`src/rtl/sd_fifo_cmt.sv`:
```
// sd_fifo_cmt: single-clock FIFO with a commit/abort write side.
// Writes land in an uncommitted region [cmt_ptr, wr_ptr). A commit makes that
// region readable and an abort rolls wr_ptr back to cmt_ptr. Reads consume
// [rd_ptr, cmt_ptr). Separate occupancy counters resolve full/empty, so
// depth does not have to be a power of two.
module sd_fifo_cmt #(
    parameter int unsigned width       = 8,
    parameter int unsigned depth       = 12,
    parameter int unsigned commit_mode = 1,
    parameter int unsigned af_level    = depth - 2,
    parameter int unsigned ae_level    = 1,
    parameter int unsigned usz         = $clog2(depth + 1)
) (
    input  logic             clk,
    input  logic             reset_n,
    input  logic             c_srdy,
    output logic             c_drdy,
    input  logic [width-1:0] c_data,
    input  logic             c_commit,
    input  logic             c_abort,
    output logic [usz-1:0]   c_usage,
    output logic             almost_full,
    output logic             p_srdy,
    input  logic             p_drdy,
    output logic [width-1:0] p_data,
    output logic [usz-1:0]   p_usage,
    output logic             almost_empty
);

    localparam int unsigned PW = (depth > 1) ? $clog2(depth) : 1;
    localparam logic [PW-1:0] LAST_IDX = PW'(depth - 1);

    logic [width-1:0] mem_q [depth];

    logic [PW-1:0]  wr_ptr_q, wr_ptr_d;
    logic [PW-1:0]  cmt_ptr_q, cmt_ptr_d;
    logic [PW-1:0]  rd_ptr_q, rd_ptr_d;
    logic [usz-1:0] c_usage_q, c_usage_d;
    logic [usz-1:0] p_usage_q, p_usage_d;

    logic           wr_en;
    logic           rd_en;
    logic           abort_en;
    logic           commit_en;
    logic           mem_we;
    logic [usz-1:0] p_after_rd;

    // Pointer increment with wrap at depth-1.
    function automatic logic [PW-1:0] ptr_inc(input logic [PW-1:0] p);
        return (p == LAST_IDX) ? '0 : p + PW'(1);
    endfunction

    // Handshake and status outputs depend only on registered counts.
    assign c_drdy       = (c_usage_q < usz'(depth));
    assign p_srdy       = (p_usage_q != '0);
    assign almost_full  = (c_usage_q >= usz'(af_level));
    assign almost_empty = (p_usage_q <= usz'(ae_level));
    assign c_usage      = c_usage_q;
    assign p_usage      = p_usage_q;
    assign p_data       = mem_q[rd_ptr_q];

    // Next-state for pointers and counters; abort takes priority over commit.
    always_comb begin
        wr_ptr_d   = wr_ptr_q;
        cmt_ptr_d  = cmt_ptr_q;
        rd_ptr_d   = rd_ptr_q;
        c_usage_d  = c_usage_q;
        p_usage_d  = p_usage_q;

        wr_en      = c_srdy & c_drdy;
        rd_en      = p_srdy & p_drdy;
        abort_en   = (commit_mode != 0) & c_abort;
        commit_en  = (commit_mode == 0) | c_commit;
        mem_we     = wr_en & ~abort_en;
        p_after_rd = p_usage_q - usz'(rd_en);

        if (rd_en) begin
            rd_ptr_d = ptr_inc(rd_ptr_q);
        end

        if (abort_en) begin
            // Only committed data survives; a same-cycle write is dropped.
            wr_ptr_d  = cmt_ptr_q;
            c_usage_d = p_after_rd;
            p_usage_d = p_after_rd;
        end else begin
            if (wr_en) begin
                wr_ptr_d = ptr_inc(wr_ptr_q);
            end
            c_usage_d = c_usage_q + usz'(wr_en) - usz'(rd_en);
            if (commit_en) begin
                // Commit includes a word written in the same cycle.
                cmt_ptr_d = wr_ptr_d;
                p_usage_d = c_usage_d;
            end else begin
                p_usage_d = p_after_rd;
            end
        end
    end

    // Control state register with asynchronous clear.
    always_ff @(posedge clk or negedge reset_n) begin
        if (!reset_n) begin
            wr_ptr_q  <= '0;
            cmt_ptr_q <= '0;
            rd_ptr_q  <= '0;
            c_usage_q <= '0;
            p_usage_q <= '0;
        end else begin
            wr_ptr_q  <= wr_ptr_d;
            cmt_ptr_q <= cmt_ptr_d;
            rd_ptr_q  <= rd_ptr_d;
            c_usage_q <= c_usage_d;
            p_usage_q <= p_usage_d;
        end
    end

    // Storage array; contents are never reset.
    always_ff @(posedge clk) begin
        if (mem_we) begin
            mem_q[wr_ptr_q] <= c_data;
        end
    end

endmodule

```
`config.mk`:
```
export PLATFORM = sky130hd
export DESIGN_NAME = sd_fifo_cmt
export DESIGN_NICKNAME = d
export VERILOG_FILES = /design/src/rtl/sd_fifo_cmt.sv
export SDC_FILE = /design/constraint.sdc
export NUM_CORES = 1
export LEC_CHECK = 0
export ABC_AREA = 1
export CORE_MARGIN = 2
export CORE_UTILIZATION = 40
export CTS_BUF_LIST = sky130_fd_sc_hd__clkbuf_4
export CTS_CLUSTER_DIAMETER = 100
export DETAILED_ROUTE_END_ITERATION = 8
export PLACE_DENSITY = 0.61
export SYNTH_ARGS = -nofsm -noshare
export SYNTH_HDL_FRONTEND = slang
export SYNTH_SLANG_ARGS = --single-unit
```
`constraint.sdc`:
```
create_clock -name clk -period 2.4 [get_ports clk]
set_input_delay 0.72 -clock clk [delete_from_list [all_inputs] [get_ports clk]]
set_output_delay 0.72 -clock clk [all_outputs]
set_load 0.1 [all_outputs]
```
# Word level (Yosys, flattened, before mapping)
# Memory sizes are Yosys's and may differ from the RTL's.
# Index checks and enable logic that the tools add are counted.
[op_classes] n_addsub=5 magnitude_cmp=3 eq_ne=2 muxes=9 bitwise_logic=4 n_reduce_logical=2
[ops] operator="$mux 4" count=7
[ops] operator="$add 4x1->4 const B" count=2
[ops] operator="$eq 4x4->1 const B" count=2
[ops] operator="$sub 4x1->4" count=2
[ops] operator="$add 4x1->4" count=1
[ops] operator="$ge 4x4->1 const B" count=1
[ops] operator="$le 4x1->1 const B" count=1
[ops] operator="$lt 4x4->1 const B" count=1
[ops] operator="$reduce_bool 4->1" count=1
[ops] operator="$and 1x1->1" count=3
[ops] operator="$mux 1" count=2
[ops] operator="$reduce_and 2->1" count=1
[ops] operator="$not 1->1" count=1
[totals] ff_bits=20 mem_bits_rw=96 input_bits=14 out_inout_bits=20 elab_cells=31 memories=1
[memory_table] name="mem_q" words=12 word_bits=8 read_ports=1 rd_ports_with_merged_regs=0 wr=1 line="33" source="logic [width-1:0] mem_q [depth];"

# Logic depth before layout (Yosys ltp)
[depth] ltp_word=6 depth_mapped=12 ltp_nobuf=12

# Worst setup path after synthesis
# Ideal clock, no wire load.
[synth_timing] path_kind="reg-to-output" startpoint="register p_usage_q[1] (netlist: p_usage[1])" endpoint="output almost_empty" t_arrival_ps=2964 t_required_ps=1680 setup_slack_ps=-1284 stages_incl_launch_ff=2 path_cell_list="dfrtp_1 nor3_1"
[synth_via] elab_chain_len=1
[synth_lines] item="from (decl)" line="39" source="logic [usz-1:0] p_usage_q, p_usage_d;"
[synth_lines] item="from (signal assigned)" line="114" source="p_usage_q <= p_usage_d;"
[synth_lines] item="$le 4x1->1" line="57" source="assign almost_empty = (p_usage_q <= usz'(ae_level));"
[synth_lines] item="to (decl)" line="27" source="output logic almost_empty"
# No other way between the ends.

# Final worst setup path
[layout_timing] startpoint="register rd_ptr_q[0]" endpoint="output p_data[0]"
[layout_via] elab_chain_len=1
[layout_lines] item="from (decl)" line="37" source="logic [PW-1:0] rd_ptr_q, rd_ptr_d;"
[layout_lines] item="from (signal assigned)" line="112" source="rd_ptr_q <= rd_ptr_d;"
[layout_lines] item="$mem_v2 12x8"
[layout_lines] item="to (decl)" line="25" source="output logic [width-1:0] p_data,"
# No other way between the ends.

==> qor.yml <==
pin_count: 34
holdPathStages: 2
cts_buffer_depth: 2
worstHoldPathType: "reg2reg"
grt_pass1_wl_um: 19200
worstSkewPairLatency_ps: 520
violations: "setup timing"
seq_area_frac_synth: 0.653
drive_gt1_frac: 0.323
synth_largest_area_cell: "edfxtp_1"
synth_area_um2: 5180
synth_edf_count: 96
hold_viol: 0
yosys.area_share.xor_xnor: 0.00507
min_from: "cmt_ptr_q[0]"
initial_utilization: 0.411
clock-sinks: 116
viasPerCell: 4.99
nFillCells: 1159
finalClockSkew_ps: 13.3
ff2ff_setup_slack_ps: 310
max_slew_margin: 0.555
syn_area_per_cell_um2: 10.7
critPathArrivalTime_ps: 2000
grt.total_usage: 0.186
placementRows: 41
cts_root_buf: "clkbuf_4"
async_flop_share: 0.172
overflow: 0
cts_tree: "yes"
grt_max_degree: 21
coreArea_um2: 12600
hold_end: "cmt_ptr_q[0]"
fin_nets: 579
wl_met1_um: 5090
reg2reg_from: "p_usage[2]"
synth_area_leaders: "edfxtp_1 56%, nand2_1 10%, dfrtp_1 9.7%"
ant_nets: 0
synth_cell_types: 27
yosys-top-cells-count: "142 x nand2_1, 96 x edfxtp_1, 42 x nand3_1, 40 x inv_1, 23 x nor2_1"
multiInputGateArea_um2: 1810
cts.clk_slew.worst_paths_ps: 100
synth_top_flop_cell: "edfxtp_1"
ys_ff_latch: 116
ff_latch_area_um2: 3410
syn_inst: 484
post-route-period-util: 1.13
yosysWarnings: 0
syn-num-nets: 512
slew_violations: 0
yosysMostFrequentCell: "nand2_1"
fp.dieH_um: 118
die_x_um: 118
rsz0062_at_grt: "yes"
htreeDepth: 4
antenna_found_initial: 0
setup_violations: 8
grt_pass1_vias: 3681
dieArea_um2: 13900
crit_required_ps: 1680
critPathLaunch: "rd_ptr_q[0]"
max_cap_viol_count: 0
status: "finished, violations left"
synth_top_area_frac: 0.556
crit_type: "reg2out"
routed.top_layer: "met4"
final_util: 0.541
fin_ws_ps: -321
critPathMaxFanout: 8
worst_pin_slew_ps: 665
wire_per_inst_um: 16.8
synthSimpleGateAreaFrac: 0.200
dp_hpwl_um: 8210
worstRegToRegCells: 11
antenna_cells: 0
end_kind: "primary output"
io_buffers: 33
wl_met3_um: 626
startpoint_type: "flop"
area_growth_pct: 31.7
place.gp.congestion: 0.853
drc: 0
rr_endpoint: "c_usage[2]"
synth_compound_area_frac: 0.0466
fin_tns_setup_ps: -2350
vias: 3670
place_area_um2: 6090
period_minus_slack_ps: 2720
routed_wirelength_um: 12400
synth_fa_ha_area_frac: 0.0352
dr.pass1.iters: 4
cts_buffers: 17
route.met2.wl_um: 6470
synth_top_family_by_area: "simple AND/OR/NAND/NOR gates"
muxShareOfSynthArea: 0
max_freq_mhz: 368
drt_iter0_markers: 304
design_area_um2: 6830
==> sequential cells by signal (all words and copies together) (netlist names) <==
register and cells:
mem_q 96, c_usage 4, cmt_ptr_q 4, p_usage 4, rd_ptr_q 4, wr_ptr_q 4
==> placed cells by master (no fill, tap or decap), types with 4 or more instances in the layout <==
cell type | Yosys | final
nand2_1 | 142 | 113
edfxtp_1 | 96 | 96
inv_1 | 40 | 37
nand2_2 | 8 | 34
buf_4 | 4 | 30
nand3_1 | 42 | 23
nor2_1 | 23 | 21
clkbuf_4 | 0 | 19
o21ai_1 | 14 | 18
buf_12 | 1 | 18
nand3_2 | 0 | 17
o21ai_0 | 17 | 13
clkdlybuf4s50_1 | 0 | 13
nor3_2 | 0 | 11
dfrtp_1 | 20 | 11
nand3b_1 | 10 | 10
o22ai_1 | 8 | 8
ha_1 | 13 | 8
inv_2 | 5 | 5
dfrtp_4 | 0 | 5
bufinv_16 | 0 | 5
ha_4 | 0 | 4
dfrtp_2 | 0 | 4
clkinv_1 | 0 | 4
==> layer usage <==
metal / vias to the layer above / GRT usage
li1: 1779 / -
met1: 1776 / 0.221
met2: 100 / 0.319
met3: 15 / 0.0475
met4: 0 / 0.0851
met5: - / 0
==> cell families (layout without fill, tap and decap cells) <==
kind of cell    count (synthesis)  count (layout)
fa+ha+maj                      14              14
flops                         116             116
compound gates                 44              44
buf+inv                        67             147
xor+xnor                        3               3
simple gates                  240             240
==> per-stage QoR <==
stage / setup WS, ps / instances / hold WS (ps)
4_1_cts: -351 / 733 / 480
3_3_place_gp: -90.6 / 697 / 459
5_1_grt: -445 / 736 / 506
6_report: -321 / 736 / 489
2_1_floorplan: -213 / 484 / 424
3_5_place_dp: -126 / 697 / 466
==> repair_timing <==
action	4_1_cts	5_1_grt
resized for setup	46	29
pin swaps	17	13
endpoints found under the setup margin	9	9
cloned	2	3
buffers inserted	2	0
hold buffers	0	0
==> how the worst max path moves through the flow <==
stage               slack [ps]  cells after the start            to
floorplan                 -210                      1  almost_empty
global placement           -90                      9    c_usage[2]
detailed placement        -130                      9    c_usage[2]
CTS                       -350                      7     p_data[0]
global route              -450                      9     p_data[0]
finish                    -320                      8     p_data[0]
==> critical path, cell delays in order (launching register included) <==
cell	delay (ps)
dfrtp_2	500
inv_8	140
buf_12	140
nand2_2	50
nand3_2	90
nand2_4	60
nand3b_1	200
nand2_2	120
buf_12	170
==> area by class of cell <==
cell class	instances	area share
Clock buffer	19	0.0209
Clock inverter	13	0.0275
Inverter	47	0.0288
Multi-Input combinational cell	301	0.265
Sequential cell	116	0.499
Tap cell	172	0.0315
Timing Repair Buffer	68	0.127
Power is left out: the tool's default activity adds up to more than one toggle a clock period on the data nets, which glitch-free logic cannot reach.
